[config.mk]
export PLATFORM = sky130hd
export DESIGN_NAME = fetch_unit
export DESIGN_NICKNAME = d
export VERILOG_FILES = /design/src/rtl/riscv_pkg.sv /design/src/rtl/fetch_unit.sv
export SDC_FILE = /design/constraint.sdc
export NUM_CORES = 1
export LEC_CHECK = 0
export CAP_MARGIN = 20
export CORE_MARGIN = 3
export CORE_UTILIZATION = 46
export CTS_CLUSTER_DIAMETER = 150
export DETAILED_ROUTE_END_ITERATION = 8
export PLACE_DENSITY_LB_ADDON = 0.08
export REMOVE_ABC_BUFFERS = 1
export SLEW_MARGIN = 20
export SYNTH_ARGS = -nofsm -noshare
export SYNTH_HDL_FRONTEND = slang
export SYNTH_SLANG_ARGS = --single-unit
[constraint.sdc]
create_clock -name clk -period 4.04 [get_ports clk]
set_input_delay 0.404 -clock clk [delete_from_list [all_inputs] [get_ports clk]]
set_output_delay 0.404 -clock clk [all_outputs]
set_load 0.005 [all_outputs]
[src/rtl/riscv_pkg.sv]
// Shared core definitions: fetch FSM encoding, canonical NOP and the boot address.
package riscv_pkg;

   typedef enum logic [1:0] {
      S_REQ  = 2'd0,
      S_WAIT = 2'd1,
      S_HOLD = 2'd2
   } fetch_state_e;

   localparam logic [31:0] NOP_INST         = 32'h0000_0013;
   localparam logic [31:0] RESET_PC_DEFAULT = 32'h0000_0000;

   // Instructions are word aligned; low address bits of any redirect are dropped.
   function automatic logic [31:0] align4(input logic [31:0] addr);
      return {addr[31:2], 2'b00};
   endfunction

endpackage

[src/rtl/fetch_unit.sv]
// Instruction fetch: one outstanding imem request, redirect on branch/jump,
// and a single-entry output register toward decode.
module fetch_unit
   import riscv_pkg::*;
#(
   parameter logic [31:0] RESET_PC = RESET_PC_DEFAULT
) (
   input  logic        clk,
   input  logic        rst_n,
   input  logic        branch_judge,
   input  logic [31:0] branch_target,
   input  logic        jump,
   input  logic [31:0] jump_target,
   output logic        imem_req,
   output logic [31:0] imem_addr,
   input  logic        imem_gnt,
   input  logic        imem_rvalid,
   input  logic [31:0] imem_rdata,
   output logic        if_valid,
   output logic [31:0] if_pc,
   output logic [31:0] if_inst,
   input  logic        if_ready
);

   fetch_state_e state_q, state_d;
   logic [31:0]  pc_q, pc_d;
   logic [31:0]  req_pc_q, req_pc_d;
   logic         kill_q, kill_d;
   logic         if_valid_q, if_valid_d;
   logic [31:0]  if_pc_q, if_pc_d;
   logic [31:0]  if_inst_q, if_inst_d;

   logic         redirect;
   logic [31:0]  target;

   // Branch wins over jump when both fire in the same cycle.
   assign redirect = branch_judge | jump;
   assign target   = align4(branch_judge ? branch_target : jump_target);

   always_comb begin
      state_d    = state_q;
      pc_d       = pc_q;
      req_pc_d   = req_pc_q;
      kill_d     = kill_q;
      if_valid_d = if_valid_q;
      if_pc_d    = if_pc_q;
      if_inst_d  = if_inst_q;
      case (state_q)
         S_REQ: begin
            if (imem_gnt) begin
               state_d  = S_WAIT;
               req_pc_d = pc_q;
               kill_d   = redirect;
               pc_d     = redirect ? target : pc_q + 32'd4;
            end else if (redirect) begin
               pc_d = target;
            end
         end
         S_WAIT: begin
            if (redirect) begin
               pc_d   = target;
               kill_d = 1'b1;
            end
            if (imem_rvalid) begin
               if (kill_q || redirect) begin
                  kill_d  = 1'b0;
                  state_d = S_REQ;
               end else begin
                  if_inst_d  = imem_rdata;
                  if_pc_d    = req_pc_q;
                  if_valid_d = 1'b1;
                  state_d    = S_HOLD;
               end
            end
         end
         S_HOLD: begin
            if (redirect) begin
               pc_d       = target;
               if_valid_d = 1'b0;
               state_d    = S_REQ;
            end else if (if_ready) begin
               if_valid_d = 1'b0;
               state_d    = S_REQ;
            end
         end
         default: state_d = S_REQ;
      endcase
   end

   always_ff @(posedge clk or negedge rst_n) begin
      if (!rst_n) begin
         state_q    <= S_REQ;
         pc_q       <= RESET_PC;
         req_pc_q   <= RESET_PC;
         kill_q     <= 1'b0;
         if_valid_q <= 1'b0;
         if_pc_q    <= 32'h0000_0000;
         if_inst_q  <= NOP_INST;
      end else begin
         state_q    <= state_d;
         pc_q       <= pc_d;
         req_pc_q   <= req_pc_d;
         kill_q     <= kill_d;
         if_valid_q <= if_valid_d;
         if_pc_q    <= if_pc_d;
         if_inst_q  <= if_inst_d;
      end
   end

   // Request is gated by reset so nothing is issued while the core is held.
   assign imem_req  = rst_n & (state_q == S_REQ);
   assign imem_addr = pc_q;
   assign if_valid  = if_valid_q;
   assign if_pc     = if_pc_q;
   assign if_inst   = if_inst_q;

endmodule
# After elaboration in Yosys (flattened, before gate mapping)
# Index checks and enable logic that the tools add are counted.
# classes
n_addsub	1
n_eq_ne	6
n_mux	21
bitwise	3
reduce_logical	11
# ops
operator	n
$mux 32	4
$pmux 32 s2	1
$add 32x3->32 const B	1
$mux 2	5
$mux 1	8
$ne 2x2->1 const B	3
$pmux 2 s3	1
$reduce_and 3->1	2
$reduce_bool 2->1	3
$pmux 1 s2	2
$reduce_and 2->1	2
$reduce_and 4->1	1
$ne 3x3->1 const B	1
$eq 2x1->1 const B	1
$eq 2x2->1 const B	1
$logic_not 2->1	1
$reduce_or 2->1	1
$and 1x1->1	1
$logic_or 1x1->1	1
$not 1->1	1
$or 1x1->1	1
# word_totals
ff_bits	132
inputBits	103
output_inout_bits	98
wordCells	49

# Depth between registers and ports, before layout
# depth
depth_word	5
ltp_mapped	8
mapped_depth_nobuf	7

# Least setup slack after synthesis
# OpenSTA, ideal clock, no wires.
# synth_path
path_kind	flip-flop to flip-flop
start	register state_q[0]
end	register pc_q[22], in the netlist imem_addr[22]
setup_time_ns	0.126
arrival_ns	1.882
t_required_ns	3.914
path_slack_ns	2.032
path_stages_with_launch	8
n_path_buf	0
period_less_slack_ns	2.008
cell_sequence	dfrtp_1 > inv_1 > ha_1 > nand4b_1 > nor3_4 > and3_4 > a31oi_1 > o32a_1
# synth_via
elab_chain_len	3
word_cells_on_any_way	6
cone_classes	2 x eq/ne; 1 x mux; 3 x reduce/logical
# synth_rtl
element	line_no	source
start, declared	fetch_unit.sv:25	fetch_state_e state_q, state_d;
start signal, assigned	fetch_unit.sv:100	state_q <= state_d;
$eq 2x2->1 or $eq 2x1->1 (tied branches)	fetch_unit.sv:48	case (state_q)
$reduce_or 2->1 (no line)	-	
$pmux 32 s2 or $reduce_bool 2->1 (tied branches)	-	
end signal, assigned	fetch_unit.sv:101	pc_q <= pc_d;
end, declared	fetch_unit.sv:26	logic [31:0] pc_q, pc_d;
# Several ways; a longest one is shown, not always the timed one.
# A chain may end at the register's enable or synchronous reset.

# Worst setup path after layout
# layout_path
start	register state_q[1]
end	register pc_q[26], in the netlist imem_addr[26]
# Same word-level chain as after synthesis.

==> report_table.html <==
<table>
<tr><th>Metric</th><th>Value</th></tr>
<tr><th colspan="2">Status</th></tr>
<tr><td>Run status</td><td>finished, violations left</td></tr>
<tr><td>Failing checks</td><td>negative hold slack</td></tr>
<tr><th colspan="2">Logic synthesis</th></tr>
<tr><td>Library cells used by synthesis</td><td>60</td></tr>
<tr><td>Most instantiated flip-flop cell in the synthesis netlist</td><td>sky130_fd_sc_hd__dfrtp_1</td></tr>
<tr><td>Number of synthesized register bits</td><td>132</td></tr>
<tr><td>Number of enable-type register cells in the synthesized netlist</td><td>0</td></tr>
<tr><td>Mean Syn Cell Area</td><td>11.1 um^2</td></tr>
<tr><td>Complex-gate fraction of the synthesized area</td><td>0.137</td></tr>
<tr><td>Multiplexer share of the synthesized area</td><td>0.168</td></tr>
<tr><td>XOR/XNOR Fraction of Synth Area</td><td>0</td></tr>
<tr><td>Fraction of the yosys area taken by sequential cells</td><td>0.532</td></tr>
<tr><td>Largest family of logic cells by synthesized area</td><td>multiplexers</td></tr>
<tr><td>Adder-cell area share of the yosys netlist</td><td>0.0101</td></tr>
<tr><td>Yosys warning count</td><td>0</td></tr>
<tr><td>Async set-or-reset flop fraction in the synthesized netlist</td><td>1.00</td></tr>
<tr><td>Post-synthesis instance area</td><td>6220 um^2</td></tr>
<tr><td>Synth Area in Simple Gates</td><td>0.118</td></tr>
<tr><td>Synthesized instance count</td><td>558</td></tr>
<tr><th colspan="2">Setup path</th></tr>
<tr><td>Path type of the worst setup path</td><td>flop to flop</td></tr>
<tr><td>Worst path buffer plus inverter count</td><td>1</td></tr>
<tr><td>Worst-path maximum fanout</td><td>9</td></tr>
<tr><td>Critical path data required time</td><td>4.31 ns</td></tr>
<tr><td>Slowest-stage cell, CP</td><td>sky130_fd_sc_hd__nor4_4</td></tr>
<tr><td>Worst path cell trace</td><td>inv_1 &gt; ha_1 &gt; nand4b_1 &gt; nor4_4 &gt; a21oi_1 &gt; o21ai_0 &gt; o21ai_1</td></tr>
<tr><td>Category of cells accounting for the largest share of critical-path delay</td><td>simple AND/OR/NAND/NOR gates</td></tr>
<tr><td>Delay of the slowest cell on the worst path</td><td>0.69 ns</td></tr>
<tr><td>Endpoint class of the critical path</td><td>flop</td></tr>
<tr><td>Sort of element at the start of the critical path</td><td>flop</td></tr>
<tr><td>Arrival @ worst endpoint</td><td>2.67 ns</td></tr>
<tr><th colspan="2">Timing</th></tr>
<tr><td>RSZ-0062 raised after global routing</td><td>false</td></tr>
<tr><td>Smallest setup slack after layout</td><td>1.64 ns</td></tr>
<tr><td>Final Cycle Share</td><td>0.593</td></tr>
<tr><td>Slew at the pin closest to its max-slew limit</td><td>0.936 ns</td></tr>
<tr><td># setup viols final</td><td>0</td></tr>
<tr><td>Shortest period the worst path allows</td><td>2.40 ns</td></tr>
<tr><td>Worst Skew</td><td>0.00657 ns</td></tr>
<tr><td>Setup total negative slack</td><td>0 ns</td></tr>
<tr><td>Fmax</td><td>0.417 GHz</td></tr>
<tr><td>Worst slew slack as a fraction of its limit</td><td>0.374</td></tr>
<tr><td>Post-route worst hold slack</td><td>-0.0276 ns</td></tr>
<tr><td>Number of endpoints with negative hold slack in the final report</td><td>16</td></tr>
<tr><td>Fin. max-slew vios</td><td>0</td></tr>
<tr><th colspan="2">Drt</th></tr>
<tr><td>Routed via count divided by cell count</td><td>5.63</td></tr>
<tr><td>Number of nets with antenna violations after routing</td><td>0</td></tr>
<tr><td>WL final</td><td>17.1 mm</td></tr>
<tr><td>Residual DRC count</td><td>0</td></tr>
<tr><td>Number of DRC markers after the initial detailed-route iteration</td><td>310</td></tr>
<tr><td>Mean routed wirelength per cell</td><td>18.4 um</td></tr>
<tr><td>DR vias</td><td>5226</td></tr>
<tr><td>Number of iterations in the first detailed-routing pass</td><td>5</td></tr>
<tr><th colspan="2">Global route</th></tr>
<tr><td>Combined global-route utilization of all metal layers</td><td>0.234</td></tr>
<tr><td>Vias in the first global route</td><td>5324</td></tr>
<tr><td>Antenna violations before repair</td><td>0</td></tr>
<tr><td>GR Overflow Total</td><td>0</td></tr>
<tr><td>Maximum number of pins on one net before global-route repair</td><td>69</td></tr>
<tr><td>First-pass GRT wire length</td><td>27.0 mm</td></tr>
<tr><th colspan="2">Cells and area</th></tr>
<tr><td>Number of antenna diodes</td><td>0</td></tr>
<tr><td>Fraction of final layout cells with drive strength greater than 1</td><td>0.190</td></tr>
<tr><td>Area growth, synth to finish</td><td>42.7%</td></tr>
<tr><td>Most frequent cells in the layout</td><td>sky130_fd_sc_hd__clkdlybuf4s50_1, sky130_fd_sc_hd__dfrtp_1, sky130_fd_sc_hd__mux2_2</td></tr>
<tr><td>Leading cell type in the layout, fill and taps excluded</td><td>sky130_fd_sc_hd__clkdlybuf4s50_1</td></tr>
<tr><td>Post-layout net count</td><td>852</td></tr>
<tr><td>Total non-filler cell area in the finished layout</td><td>8880 um^2</td></tr>
<tr><th colspan="2">Flow run</th></tr>
<tr><td>Max_cap viols</td><td>0</td></tr>
<tr><th colspan="2">Floorplan</th></tr>
<tr><td>I/O pins</td><td>201</td></tr>
<tr><td>DIE HEIGHT</td><td>122 um</td></tr>
<tr><td>Initial standard-cell utilization of the core</td><td>0.481</td></tr>
<tr><td>Cell Rows</td><td>41</td></tr>
<tr><td>Die X</td><td>122 um</td></tr>
<tr><td>Die ar.</td><td>15000 um^2</td></tr>
<tr><td>Placeable core area</td><td>12900 um^2</td></tr>
<tr><th colspan="2">Place</th></tr>
<tr><td>Dpl ws</td><td>1.35 ns</td></tr>
<tr><td>Final GP Congestion</td><td>0.846</td></tr>
<tr><td>Final HPWL DP</td><td>11.3 mm</td></tr>
<tr><td>IO buf count</td><td>196</td></tr>
<tr><td>Instance area at placement</td><td>8300 um^2</td></tr>
<tr><th colspan="2">Clocking</th></tr>
<tr><td>Clock latency on the worst-skew pair</td><td>0.42 ns</td></tr>
<tr><td>CTS tree</td><td>yes</td></tr>
<tr><td>CTS H-Tree Depth</td><td>4</td></tr>
<tr><td>CTS Hold Buffers Added</td><td>0</td></tr>
<tr><td>Post-CTS resize count</td><td>0</td></tr>
<tr><td>Setup Buffers After CTS</td><td>0</td></tr>
<tr><td>CTS root buf</td><td>sky130_fd_sc_hd__clkbuf_16</td></tr>
<tr><td>Clock-pin slew on the worst setup and hold paths</td><td>0.06 ns</td></tr>
<tr><td>CTS buffer count</td><td>17</td></tr>
<tr><td>Sink count of the clock tree</td><td>132</td></tr>
<tr><td>Maximum number of buffers from clock root to sink</td><td>2</td></tr>
<tr><th colspan="2">Power</th></tr>
<tr><td>Static leakage</td><td>3.79 nW</td></tr>
<tr><td>Maximum resistive drop on vdd</td><td>0.000327 V</td></tr>
<tr><td>Power per cell area</td><td>607 nW/um^2</td></tr>
<tr><th colspan="2">Min path</th></tr>
<tr><td>Hold Crit Class</td><td>input pin to async pin</td></tr>
</table>
## cell families after synthesis
family                   Yosys count
AO/OA/AOI/OAI                    141
AND/OR/NAND/NOR                  135
flip-flops                       132
multiplexers                      93
buffers and inverters             52
adder cells (fa/ha/maj)            5
## worst paths after layout
kind	startpoint	end	slack (ns)	depth (start not counted)
setup reg to reg	state_q[1]$_DFFE_PN0P_	imem_addr[26]$_DFFE_PN0P_	1.64	7
hold / removal	rst_n	if_inst[2]$_DFFE_PN0P_	-0.03	1
setup / recovery	state_q[1]$_DFFE_PN0P_	imem_addr[26]$_DFFE_PN0P_	1.64	7
hold reg to reg	req_pc_q[14]$_DFFE_PN0P_	if_pc[14]$_DFFE_PN0P_	0.48	1
min in group clk	branch_judge	imem_addr[29]$_DFFE_PN0P_	0.44	4
max in group asynchronous	rst_n	if_inst[29]$_DFFE_PN0P_	2.77	2
## final cells by class
class | instances | area, um^2
clock buffer | 19 | 443
clock inverter | 13 | 135
fill | 1016 | 4050
inverter | 16 | 60.1
multi-input combinational | 374 | 2710
sequential | 132 | 3310
tap | 172 | 215
timing repair buffer | 203 | 2010
## cells in the mapped netlist, types with 3 or more instances
| library cell | number | area, um^2 |
|---|---|---|
| sky130_fd_sc_hd__buf_4 | 3 | 22.5 |
| sky130_fd_sc_hd__o21ai_1 | 10 | 50.1 |
| sky130_fd_sc_hd__nor2_1 | 29 | 109 |
| sky130_fd_sc_hd__dfstp_2 | 3 | 78.8 |
| sky130_fd_sc_hd__or3_1 | 6 | 37.5 |
| sky130_fd_sc_hd__nand4_1 | 5 | 31.3 |
| sky130_fd_sc_hd__inv_1 | 14 | 52.6 |
| sky130_fd_sc_hd__o21ai_0 | 48 | 240 |
| sky130_fd_sc_hd__a21oi_1 | 33 | 165 |
| sky130_fd_sc_hd__nor4_1 | 4 | 25.0 |
| sky130_fd_sc_hd__o211ai_1 | 3 | 22.5 |
| sky130_fd_sc_hd__mux2_2 | 85 | 957 |
| sky130_fd_sc_hd__o22a_1 | 3 | 26.3 |
| sky130_fd_sc_hd__nand3_1 | 11 | 55.1 |
| sky130_fd_sc_hd__and3_1 | 11 | 68.8 |
| sky130_fd_sc_hd__ha_1 | 5 | 62.6 |
| sky130_fd_sc_hd__mux2_1 | 8 | 90.1 |
| sky130_fd_sc_hd__buf_2 | 11 | 55.1 |
| sky130_fd_sc_hd__nand2_1 | 43 | 161 |
| sky130_fd_sc_hd__a31oi_1 | 17 | 106 |
| sky130_fd_sc_hd__a41oi_1 | 5 | 43.8 |
| sky130_fd_sc_hd__clkbuf_1 | 20 | 75.1 |
| sky130_fd_sc_hd__nor3_1 | 4 | 20.0 |
| sky130_fd_sc_hd__dfrtp_1 | 129 | 3230 |
## through the flow
step	util	std cells	hold WS, ns	power [mW]
2_1_floorplan	-	522	0.108	2.86
3_3_place_gp	0.642	897	0.439	3.84
3_5_place_dp	0.642	897	0.446	3.92
4_1_cts	0.687	929	0.00532	5.43
5_1_grt	0.687	929	0.0282	5.69
6_report	0.687	929	-0.0276	5.39
## registers in the layout, summed over array words and instances, names as in the netlist
signal	flops
imem_addr	32
req_pc_q	32
kill_q	1
if_pc	32
if_valid	1
state_q	2
if_inst	32
## report_power, final
group | total [mW] | internal, mW | switching, mW
registers | 2.17 | 1.84 | 0.330
clock network | 1.49 | 0.919 | 0.574
logic | 1.72 | 1.12 | 0.599
## routing by layer
layer | part of all wire | vias to the layer above | wire, um | global-route usage
met4 | 0.016 | 0 | 278 | 0.0812
met1 | 0.43 | 2560 | 7310 | 0.303
met5 | 0 | - | 0 | 0
met3 | 0.075 | 27 | 1290 | 0.0567
met2 | 0.48 | 227 | 8200 | 0.386
li1 | - | 2412 | - | -
No activity file was read; power rests on OpenSTA's default activity.
